[src/rtl/pipe_reg_chain.sv]
// Runtime-selectable delay line: WIDTH-bit data plus a valid bit through up to MAX_DEPTH stages,
// with a combinational bypass at latency 0 and a valid flush whenever the selected latency changes.
module pipe_reg_chain #(
    parameter int unsigned WIDTH     = 18,
    parameter int unsigned MAX_DEPTH = 4,
    parameter int unsigned SEL_W     = 3
) (
    input  logic             clk,
    input  logic             rst,
    input  logic             ce,
    input  logic [SEL_W-1:0] lat_sel,
    input  logic [WIDTH-1:0] in,
    input  logic             in_vld,
    output logic [WIDTH-1:0] out_mux,
    output logic             out_vld,
    output logic             lat_err
);

    logic [WIDTH-1:0] r_stage [1:MAX_DEPTH];
    logic             r_vld   [1:MAX_DEPTH];
    logic [SEL_W-1:0] r_lat_q;
    logic [SEL_W-1:0] w_lat_eff;
    logic             w_lat_err;
    logic             w_flush;

    // Out-of-range requests saturate to the deepest tap.
    always_comb begin
        w_lat_err = (lat_sel > SEL_W'(MAX_DEPTH));
        w_lat_eff = w_lat_err ? SEL_W'(MAX_DEPTH) : lat_sel;
        w_flush   = (w_lat_eff != r_lat_q);
    end

    assign lat_err = w_lat_err;

    always_ff @(posedge clk) begin
        if (rst) begin
            r_lat_q <= '0;
            for (int unsigned k = 1; k <= MAX_DEPTH; k++) begin
                r_stage[k] <= '0;
                r_vld[k]   <= 1'b0;
            end
        end else begin
            r_lat_q <= w_lat_eff;
            if (ce) begin
                r_stage[1] <= in;
                for (int unsigned k = 2; k <= MAX_DEPTH; k++) begin
                    r_stage[k] <= r_stage[k-1];
                end
            end
            // A latency change invalidates everything in flight, including this cycle's input.
            if (w_flush) begin
                for (int unsigned k = 1; k <= MAX_DEPTH; k++) begin
                    r_vld[k] <= 1'b0;
                end
            end else if (ce) begin
                r_vld[1] <= in_vld;
                for (int unsigned k = 2; k <= MAX_DEPTH; k++) begin
                    r_vld[k] <= r_vld[k-1];
                end
            end
        end
    end

    // Tap select on the registered latency; 0 is the bypass path.
    always_comb begin
        out_mux = in;
        out_vld = in_vld;
        for (int unsigned k = 1; k <= MAX_DEPTH; k++) begin
            if (r_lat_q == SEL_W'(k)) begin
                out_mux = r_stage[k];
                out_vld = r_vld[k];
            end
        end
    end

endmodule

[config.mk]
export PLATFORM = sky130hd
export DESIGN_NAME = pipe_reg_chain
export DESIGN_NICKNAME = d
export VERILOG_FILES = /design/src/rtl/pipe_reg_chain.sv
export SDC_FILE = /design/constraint.sdc
export NUM_CORES = 1
export LEC_CHECK = 0
export ABC_CLOCK_PERIOD_IN_PS = 4790
export CORE_MARGIN = 1
export CORE_UTILIZATION = 60
export DETAILED_ROUTE_END_ITERATION = 10
export PLACE_DENSITY = 0.84
export SLEW_MARGIN = 20
export SYNTH_ARGS = -nofsm -noshare
export SYNTH_HDL_FRONTEND = slang
export SYNTH_SLANG_ARGS = --single-unit
export TNS_END_PERCENT = 30
[constraint.sdc]
create_clock -name clk -period 4.79 [get_ports clk]
set_input_delay 1.437 -clock clk [delete_from_list [all_inputs] [get_ports clk]]
set_output_delay 1.437 -clock clk [all_outputs]
set_load 0.03 [all_outputs]
==> results of run 1 <==
==> registers in the layout, indices dropped and copies added (netlist names) <==
register  flops
r_vld         4
r_lat_q       3
r_stage      72
==> cells by family after synthesis <==
group | Yosys count
AO/OA/AOI/OAI | 59
XOR/XNOR | 2
buffers and inverters | 28
flip-flops | 79
multiplexers | 19
AND/OR/NAND/NOR | 143
==> worst register-to-register path: cells and delay by family, from the launching register on <==
| family | cells | cell delay, ns |
|---|---|---|
| buf+inv | 2 | 0.59 |
| flops | 1 | 0.57 |
| simple gates | 2 | 0.28 |
| compound gates | 1 | 0.26 |
==> synthesized netlist by cell type, types with 4 or more instances <==
library cell   n
o21ai_0       36
buf_4          5
edfxtp_1      76
buf_6          5
nand2_1       19
nor3_1        19
a32o_1        20
or3_1         19
clkbuf_1      14
mux2i_1       19
and2_1        72
and3_1         4
==> placed cells by master, fill, tap and decap left out <==
cell and n:
xnor2_1 2, nand2b_4 1, clkinv_1 1, edfxtp_1 76, nor2_1 1, or2_2 1
and3_1 4, clkdlybuf4s50_1 44, nor2b_1 2, and2_1 72, nor2b_4 1, clkinv_2 1
a32o_1 20, dfxtp_1 1, dfxtp_2 2, or3_1 19, buf_12 1, nor3b_1 2
o21a_1 1, clkbuf_8 9, clkinvlp_4 2, o21ai_1 2, nand2b_1 1, clkbuf_1 2
nand2_1 19, nor3_1 19, mux2i_1 19, buf_4 10, nor3b_2 1, o21ai_0 36
==> final cells by class <==
type	instances	area, um^2	area share (%)
Sequential cell	79	2340	51.2
Multi-Input combinational cell	223	1450	31.6
Timing Repair Buffer	55	536	11.7
Clock buffer	11	131	2.87
Tap cell	77	96.3	2.10
Clock inverter	4	23.8	0.519
==> per-layer routing <==
layer | GRT usage, % | wire [um]
met3 | 4.47 | 400
met2 | 37.9 | 3830
met1 | 36.0 | 3600
met4 | 10.2 | 166
met5 | 0 | 0
==> power by group through the flow <==
| stage | Clock, mW | Sequential [mW] | Combinational, mW |
|---|---|---|---|
| 6_report | 0.414 | 0.830 | 0.232 |
| 5_1_grt | 0.450 | 0.835 | 0.249 |
| 4_1_cts | 0.420 | 0.830 | 0.233 |
| 3_5_place_dp | 0 | 0.844 | 0.232 |
| 3_3_place_gp | 0 | 0.842 | 0.228 |
| 2_1_floorplan | 0 | 0.831 | 0.150 |
==> stage by stage <==
stage | cells | total power, mW | area, um^2 | hold slack (ns) | setup slack, ns
after CTS | 449 | 1.48 | 4580 | 0.554 | 0.231
final | 449 | 1.48 | 4580 | 0.553 | 0.222
after global routing | 449 | 1.53 | 4580 | 0.569 | 0.181
after global placement | 434 | 1.07 | 4430 | 0.524 | 0.328
after floorplan | 330 | 0.981 | 3960 | 0.517 | 1.36
after detailed placement | 434 | 1.08 | 4430 | 0.535 | 0.232
==> worst max path at each step <==
| stage | from | endpoint | cells after the start |
|---|---|---|---|
| after global placement | in[9] | out_mux[9] | 5 |
| after global routing | in[10] | out_mux[10] | 5 |
| after detailed placement | in[17] | out_mux[17] | 5 |
| after CTS | in[17] | out_mux[17] | 5 |
| final | in[17] | out_mux[17] | 5 |
| after floorplan | in[5] | out_mux[5] | 3 |
==> results by group, run 1 <==
Power and ir drop
  – Peak VDD IR: 0.232 mV
  – P_sw: roughly 380 uW
  – PwrDens: 322 nW/um^2
  – Part of the power in registers: 56.2%
  – Comb power frac: 15.7%
  – Sw frac: approximately 26%
  – Static Leak: 1.62 nW
  – Power Internal: roughly 1.1 mW
  – Clock group share of total power: ~28%

Detailed routing
  – Drt wl/cell: 17.8 um
  – Final ANT Viol Nets: 0
  – Routed vias: 2,720
  – Drt drc: 0
  – WL final: roughly 8000 um
  – Initial detailed-routing violation count: 231
  – Via density: between 6 and 7
  – First-pass DRT Iterations: 4

Yosys
  – Yosys top cell by area: edfxtp_1
  – Mapped Cells: 330
  – #FFs+latches synth: 79
  – Simple-gate portion of the synthesized area: 21.1%
  – Compound-Gate Fraction of Synth Area: 10.0%
  – Sequential share of the synthesized area: 59.1%
  – Number of enable flip-flop cells after synthesis: 76
  – Synth area leaders: edfxtp_1, and2_1, a32o_1
  – Post-Synthesis Cell Area: 3960 um^2
  – Post-Synth Adder-Cell Area: 0%
  – XOR/XNOR share of the synthesized area: 0.442%
  – Synth warn: 0
  – Post-Syn Area per Cell: 12.0 um^2
  – Multiplexer share of the synthesized area: 4.80%
  – Ys async rst share: 0%
  – Post-Syn Nets: 355
  – Post-synth top area share: 57.6%
  – Largest family of logic cells by synthesized area: simple AND/OR/NAND/NOR gates
  – Synth Flop Type: edfxtp_1
  – Synth unique cells: 26

Timing
  – Fin. max-slew vios: 0
  – Final hold viol count: 0
  – Fin crit share: 95.4%
  – Slew headroom: 51.5%
  – Fin crit period: about 4.6 ns
  – Final setup viols: 0
  – RSZ-0062 raised after global routing: false
  – Sum Neg Setup Slack: 0 ns
  – Clock skew: 0.0124 ns
  – Slew at the pin closest to its max-slew limit: 0.726 ns
  – Highest clock rate: roughly 220 MHz

Layout
  – Final net count: 393
  – Layout cells sized above 1: approximately 7.8%
  – Final Util: 72.2%
  – Synthesis-to-finish area growth: 15.7%
  – Fill count: 434
  – Diode count: 0

Setup path
  – CP max stage delay: 0.68 ns
  – Critical path's most frequent cell: clkdlybuf4s50_1
  – Crit path buffers/inverters: 2
  – Crit path DAT: 3.13 ns
  – Register-to-register setup slack: between 2 and 3 ns
  – Worst setup SP type: primary input
  – Crit path max-delay family: buffers and inverters
  – Cells on worst reg2reg path: 5
  – RR Startpoint: r_lat_q[0]
  – Critical path class: primary input to output pin
  – Crit path cell chain: clkdlybuf4s50_1, nor3_1, o21ai_0, a32o_1, clkdlybuf4s50_1
  – Required time of the critical path: 3.35 ns
  – Worst R2R End: r_vld[0][4]
  – Worst Setup End Kind: output pin
  – Max Fanout on Critical Path: 3
  – Master of the slowest instance on the critical path: clkdlybuf4s50_1

Clock network
  – Post-CTS Setup Inserts: 0
  – Total CTS buffers: 9
  – CTS clk-pin slew, worst paths: 0.08 ns
  – Post-CTS Hold Fix Bufs: 0
  – Clk sinks: 79
  – Clock root buffer: clkbuf_8
  – Max Buffers Root-to-Sink: 2
  – TritonCTS clock tree: built
  – Worst-skew pair later-pin latency: 0.34 ns
  – Htree depth: 3
  – Post-cts sizing count: 0

Run status
  – Status: complete, no violations

Floorplan
  – Die ar.: 6930 um^2
  – Row count: 29
  – Initial core utilization: 62.4%
  – Chip Height: 83.3 um
  – # IOs: 45
  – Die X: 83.3 um
  – Core area: 6350 um^2

Worst hold path
  – Hold wc startpoint: r_stage[0][59]
  – Min-Delay Endpoint: r_stage[0][77]
  – Hold depth: 1
  – Min-delay worst type: register to register

Place
  – RePlAce Congestion: between 0.7 and 0.8
  – IO Port Bufs: 44
  – Post-DP HPWL: 4980 um

GRT
  – Largest net degree at the start of global routing: 44
  – First-pass GRT wire length: 13,500 um
  – Vias in the first global route: 2,711
  – Initial antenna violation count: 0
  – Grt total ovfl: 0
  – Gr usage total: roughly 25%

Run
  – Max-cap viol count: 0
Power figures use the tool's default switching activity.
==> run 2: changes to the inputs <==
- ABC_CLOCK_PERIOD_IN_PS: 4790 -> 5600
- clock period: 4.79 -> 5.6 ns (I/O delays scaled with it)
==> run 2 against run 1 <==
Net effect: critical path depth did not move; routed wire length fell by 0.16%; critical endpoint unchanged; global-route usage down 0.17 points; power fell by 6.4%; sequential power shrank 15%; utilization up 0.83 points; setup slack gained 0.36 ns; die area is the same; register-to-register slack improved by 0.79 ns.
==> results by group, run 2 (synthesis results as in run 1) <==
Timing
  – Fin crit period: between 5 and 6 ns
  – Slew at the pin closest to its max-slew limit: 0.702 ns (-0.0240 ns)
  – Final hold viol count: 0 (unchanged)
  – Highest clock rate: 199 MHz
  – RSZ-0062 raised after global routing: false
  – Clock skew: 0.00996 ns (-0.00245 ns)
  – Fin crit share: 89.6%
  – Fin. max-slew vios: 0 (unchanged)
  – Slew headroom: 53.2% (+1.7 points)
  – Final setup viols: 0 (unchanged)
  – Sum Neg Setup Slack: 0 ns (unchanged)
  – Final worst slack: 0.583 ns (+0.361 ns)

Power and ir drop
  – Static Leak: 1.65 nW (+1.5%)
  – Peak VDD IR: 0.224 mV (-3.3%)
  – PwrDens: 298 nW/um^2 (-7.4%)

Worst hold path
  – Min-delay worst type: register to register

Clock network
  – Post-CTS Setup Inserts: 0 (unchanged)
  – Clock root buffer: clkbuf_8
  – Worst-skew pair later-pin latency: 0.36 ns (+0.02 ns)
  – Total CTS buffers: 9 (unchanged)
  – Max Buffers Root-to-Sink: 2 (unchanged)
  – Post-CTS Hold Fix Bufs: 0 (unchanged)
  – Post-cts sizing count: 0 (unchanged)
  – Clk sinks: 79 (unchanged)
  – CTS clk-pin slew, worst paths: 0.08 ns (about the same)
  – TritonCTS clock tree: built
  – Htree depth: 3 (unchanged)

GRT
  – Initial antenna violation count: 0 (unchanged)
  – Grt total ovfl: 0 (unchanged)
  – Gr usage total: 24.9% (-0.17 points)
  – Vias in the first global route: 2,676 (-1.3%)
  – First-pass GRT wire length: 13,400 um (-1.1%)
  – Largest net degree at the start of global routing: 77 (+75%)

Layout
  – Commonest non-fill, non-tap cell in the layout: edfxtp_1
  – Diode count: 0 (unchanged)
  – Final net count: 393 (unchanged)
  – Biggest registers after layout: r_stage: 72 flops, r_vld: 4 flops, r_lat_q: 3 flops
  – Layout cells sized above 1: 8.58% (+0.78 points)
  – Max reg flops: 72 (unchanged)
  – Synthesis-to-finish area growth: 17.0%
  – Largest reg by FF count: r_stage
  – Commonest cells after routing, fill and taps aside: edfxtp_1, and2_1, clkdlybuf4s50_1, o21ai_0, a32o_1
  – Fill count: 439 (+1.2%)

Setup path
  – Worst setup SP type: primary input
  – Critical path class: primary input to output pin
  – Max Fanout on Critical Path: 3 (unchanged)
  – Required time of the critical path: 3.92 ns (+0.57 ns)
  – Crit path DAT: 3.34 ns (+0.21 ns)
  – Worst Setup End Kind: output pin

Detailed routing
  – Via density: 5.98 (-1.4%)
  – Drt wl/cell: 17.7 um (-0.38%)
  – WL final: 7990 um (-0.16%)
  – Initial detailed-routing violation count: 316 (+37%)
  – First-pass DRT Iterations: 4 (unchanged)
  – Routed vias: 2,689 (-1.1%)
  – Final ANT Viol Nets: 0 (unchanged)
  – Drt drc: 0 (unchanged)

Floorplan
  – Initial core utilization: 62.4% (unchanged)
  – # IOs: 45 (unchanged)
  – Row count: 29 (unchanged)
  – Die X: 83.3 um (unchanged)
  – Chip Height: 83.3 um (unchanged)
  – Die ar.: 6930 um^2 (unchanged)
  – Core area: 6350 um^2 (unchanged)

Place
  – RePlAce Congestion: 0.763 (+6.7%)
  – Post-DP HPWL: 4850 um (-2.5%)
  – IO Port Bufs: 44 (unchanged)
  – DP Worst Slack: 0.617 ns (+0.385 ns)

Run status
  – Status: complete, no violations

Run
  – Max-cap viol count: 0 (unchanged)
## run 2: changes by cell type in the layout (fill, tap and decap cells not counted), sizes merged
| cell | before | now |
|---|---|---|
| bufinv | 0 | 2 |
| clkbuf | 11 | 9 |
| inv | 0 | 1 |
## run 2: path summary, 6_finish.rpt
kind                       start             end  slack (ns)  cells past startpoint
setup / recovery          in[17]     out_mux[17]        0.58                      5
hold / removal    r_stage[0][32]  r_stage[0][50]        0.55                      1
setup reg to reg      r_lat_q[0]     r_vld[0][2]        3.59                      5
hold reg to reg   r_stage[0][32]  r_stage[0][50]        0.55                      1
## run 2: metal layers
metal / up-vias / part of all wire [%] / GRT usage [%] / routed length, um
met5: - / 0 / 0 / 0
met4: 0 / 1.4 / 8.93 / 112
met3: 9 / 4.8 / 4.87 / 385
met2: 78 / 49 / 39.3 / 3890
met1: 1313 / 45 / 34.5 / 3600
li1: 1289 / - / - / -
## run 2: power by group
part	total, mW	internal [mW]	switching [mW]
clock network	0.475	0.252	0.223
logic	0.200	0.0910	0.109
registers	0.707	0.688	0.0194
total	1.38	1.03	0.351
## run 2: critical path, stage by stage
cell and delay [ns]:
clkdlybuf4s50_1 0.51, nor3_1 0.07, o21ai_0 0.20, a32o_1 0.20, clkdlybuf4s50_1 0.67
## run 2: per-stage QoR
stage          power, mW  std cells  hold WS (ns)  utilization [%]  area (um^2)
2_1_floorplan      0.839        330         0.517                -         3960
3_3_place_gp       0.913        434         0.523             69.5         4410
3_5_place_dp       0.920        434         0.534             69.5         4410
4_1_cts             1.38        450         0.548             73.0         4630
5_1_grt             1.43        450         0.561             73.0         4630
6_report            1.38        450         0.545             73.0         4630
## run 2: cell type report
cell class / count / area, um^2 / share of cell area, %
Sequential cell: 79 / 2340 / 50.6
Clock inverter: 7 / 96.3 / 2.08
Tap cell: 77 / 96.3 / 2.08
Timing Repair Buffer: 55 / 523 / 11.3
Clock buffer: 9 / 124 / 2.67
Multi-Input combinational cell: 223 / 1450 / 31.3
==> run 3: changes to the inputs <==
- CORE_MARGIN: 1 -> 2
==> run 3 against run 2 <==
Net effect: count of clock-buffer cells in the layout rose by 2; setup slack got worse by 0.0099 ns; routed wire length is 0.59% lower; clock power up 4.4%; global-route usage shrank 2.0 points; critical endpoint is now out_mux[16]; clock skew fell by 0.0035 ns; cell count down 0.44%; largest power group unchanged; first-iteration DRC count down 25%.
==> results by group, run 3 (synthesis results as in run 1) <==
Layout
  – Largest reg by FF count: r_stage
  – Biggest registers after layout: r_stage: 72 flops, r_vld: 4 flops, r_lat_q: 3 flops
  – Layout cells sized above 1: 7.82% (-0.76 points)
  – Final Util: 73.0% (about the same)
  – Commonest cells after routing, fill and taps aside: edfxtp_1, and2_1, clkdlybuf4s50_1, o21ai_0, a32o_1
  – Commonest non-fill, non-tap cell in the layout: edfxtp_1
  – Synthesis-to-finish area growth: 17.0% (about the same)
  – Diode count: 0 (unchanged)
  – Final net count: 392 (-0.25%)
  – Max reg flops: 72 (unchanged)

Timing
  – Final hold viol count: 0 (unchanged)
  – Fin crit period: 5.03 ns (+0.00990 ns)
  – Final setup viols: 0 (unchanged)
  – Sum Neg Setup Slack: 0 ns (unchanged)
  – Fin. max-slew vios: 0 (unchanged)
  – Slew at the pin closest to its max-slew limit: 0.995 ns (+0.293 ns)
  – Slew headroom: 33.5% (-20 points)
  – Fin crit share: 89.8% (+0.18 points)
  – Highest clock rate: 199 MHz (-0.20%)
  – Final worst slack: 0.573 ns (-0.00990 ns)
  – RSZ-0062 raised after global routing: false
  – Clock skew: 0.00642 ns (-0.00354 ns)

Setup path
  – Critical path's most frequent cell: clkdlybuf4s50_1
  – Master of the slowest instance on the critical path: clkdlybuf4s50_1
  – Register-to-register setup slack: 3.55 ns (-0.04 ns)
  – Required time of the critical path: 3.92 ns (about the same)
  – RR Startpoint: r_lat_q[0]
  – Max Fanout on Critical Path: 3 (unchanged)
  – Worst R2R End: r_vld[0][2]
  – Critical path class: primary input to output pin
  – CP max stage delay: 0.69 ns (+0.02 ns)
  – Cells on worst reg2reg path: 5 (unchanged)
  – Worst Setup End Kind: output pin
  – Crit path cell chain: clkdlybuf4s50_1, nor3_1, o21ai_0, a32o_1, clkdlybuf4s50_1
  – Worst setup SP type: primary input
  – Crit path DAT: 3.35 ns (about the same)

Detailed routing
  – Final ANT Viol Nets: 0 (unchanged)
  – Routed vias: 2,742 (+2.0%)
  – First-pass DRT Iterations: 5 (+1)
  – Initial detailed-routing violation count: 237 (-25%)
  – Drt drc: 0 (unchanged)
  – Drt wl/cell: 17.7 um (-0.14%)
  – Via density: 6.12 (+2.4%)
  – WL final: 7940 um (-0.59%)

Clock network
  – Post-CTS Setup Inserts: 0 (unchanged)
  – Post-cts sizing count: 0 (unchanged)
  – Clock root buffer: clkbuf_8
  – Total CTS buffers: 9 (unchanged)
  – Clk sinks: 79 (unchanged)
  – TritonCTS clock tree: built
  – Max Buffers Root-to-Sink: 2 (unchanged)
  – CTS clk-pin slew, worst paths: 0.07 ns (about the same)
  – Worst-skew pair later-pin latency: 0.35 ns (about the same)
  – Htree depth: 3 (unchanged)
  – Post-CTS Hold Fix Bufs: 0 (unchanged)

Worst hold path
  – Hold depth: 1 (unchanged)
  – Min-Delay Endpoint: r_stage[0][52]
  – Hold wc startpoint: r_stage[0][34]
  – Min-delay worst type: register to register

Place
  – DP Worst Slack: 0.578 ns (-0.0387 ns)
  – IO Port Bufs: 44 (unchanged)
  – RePlAce Congestion: 0.740 (-3.0%)
  – Post-DP HPWL: 4820 um (-0.71%)

Floorplan
  – # IOs: 45 (unchanged)
  – Die ar.: 7270 um^2 (+4.9%)
  – Row count: 29 (unchanged)
  – Initial core utilization: 62.4% (unchanged)
  – Core area: 6350 um^2 (unchanged)
  – Chip Height: 85.3 um (+2.4%)
  – Die X: 85.3 um (+2.4%)

GRT
  – Largest net degree at the start of global routing: 72 (-6.5%)
  – Grt total ovfl: 0 (unchanged)
  – Initial antenna violation count: 0 (unchanged)
  – First-pass GRT wire length: 12,800 um (-4.1%)
  – Vias in the first global route: 2,627 (-1.8%)
  – Gr usage total: 22.9% (-2.0 points)

Power and ir drop
  – Part of the power in registers: 50.7% (-0.5 points)
  – Peak VDD IR: 0.266 mV (+19%)
  – P_sw: 331 uW (-5.8%)
  – Static Leak: 1.65 nW (+0.33%)
  – PwrDens: 303 nW/um^2 (+1.6%)
  – Pwr Total: 1.40 mW (+1.6%)
  – Comb power frac: 14.0% (-0.5 points)
  – Clock group share of total power: 35.4% (+1.0 points)
  – Power Internal: 1.07 mW (+4.1%)
  – Sw frac: 23.6% (-1.8 points)

Run
  – Max-cap viol count: 0 (unchanged)

Run status
  – Status: complete, no violations
[run 3: stage by stage]
stage          std cells  cell area [um^2]  hold slack (ns)
2_1_floorplan        330              3960            0.517
3_3_place_gp         433              4410            0.521
3_5_place_dp         433              4410            0.533
4_1_cts              448              4630            0.551
5_1_grt              448              4630            0.557
6_report             448              4630            0.547
[run 3: worst max-delay path by stage]
stage          slack [ns]          end   start  cells after the start
2_1_floorplan        1.69   out_mux[5]   in[5]                      3
3_3_place_gp         0.63  out_mux[15]  in[15]                      5
3_5_place_dp         0.58  out_mux[15]  in[15]                      5
4_1_cts              0.58  out_mux[15]  in[15]                      5
5_1_grt              0.50  out_mux[16]  in[16]                      5
6_report             0.57  out_mux[16]  in[16]                      5
[run 3: final cells by class]
type / count / area, um^2
flip-flops and latches: 79 / 2340
fillers: 424 / 1720
multi-input cells: 223 / 1450
repair buffers: 54 / 515
clock buffers: 11 / 131
well taps: 77 / 96.3
clock inverters: 4 / 95.1
[run 3: power by group through the flow]
stage	Sequential [mW]	Combinational (mW)	Clock, mW
after floorplan	0.711	0.128	0
after global placement	0.721	0.193	0
after detailed placement	0.723	0.197	0
after CTS	0.710	0.197	0.501
after global routing	0.716	0.210	0.524
final	0.711	0.196	0.496
[run 3: critical path, delay by kind of cell]
kind            cells  cell delay, ns
compound gates      2            0.39
buf+inv             2            1.21
simple gates        1            0.06
[run 3: metal layers]
layer / vias to the layer above / share of wire (%) / wire length, um / track usage (%)
met1: 1343 / 46 / 3650 / 31.6
met3: 13 / 5.8 / 460 / 5.74
met5: - / 0 / 0 / 0
met4: 0 / 1.6 / 127 / 8.80
met2: 99 / 47 / 3700 / 35.2
li1: 1287 / - / - / -
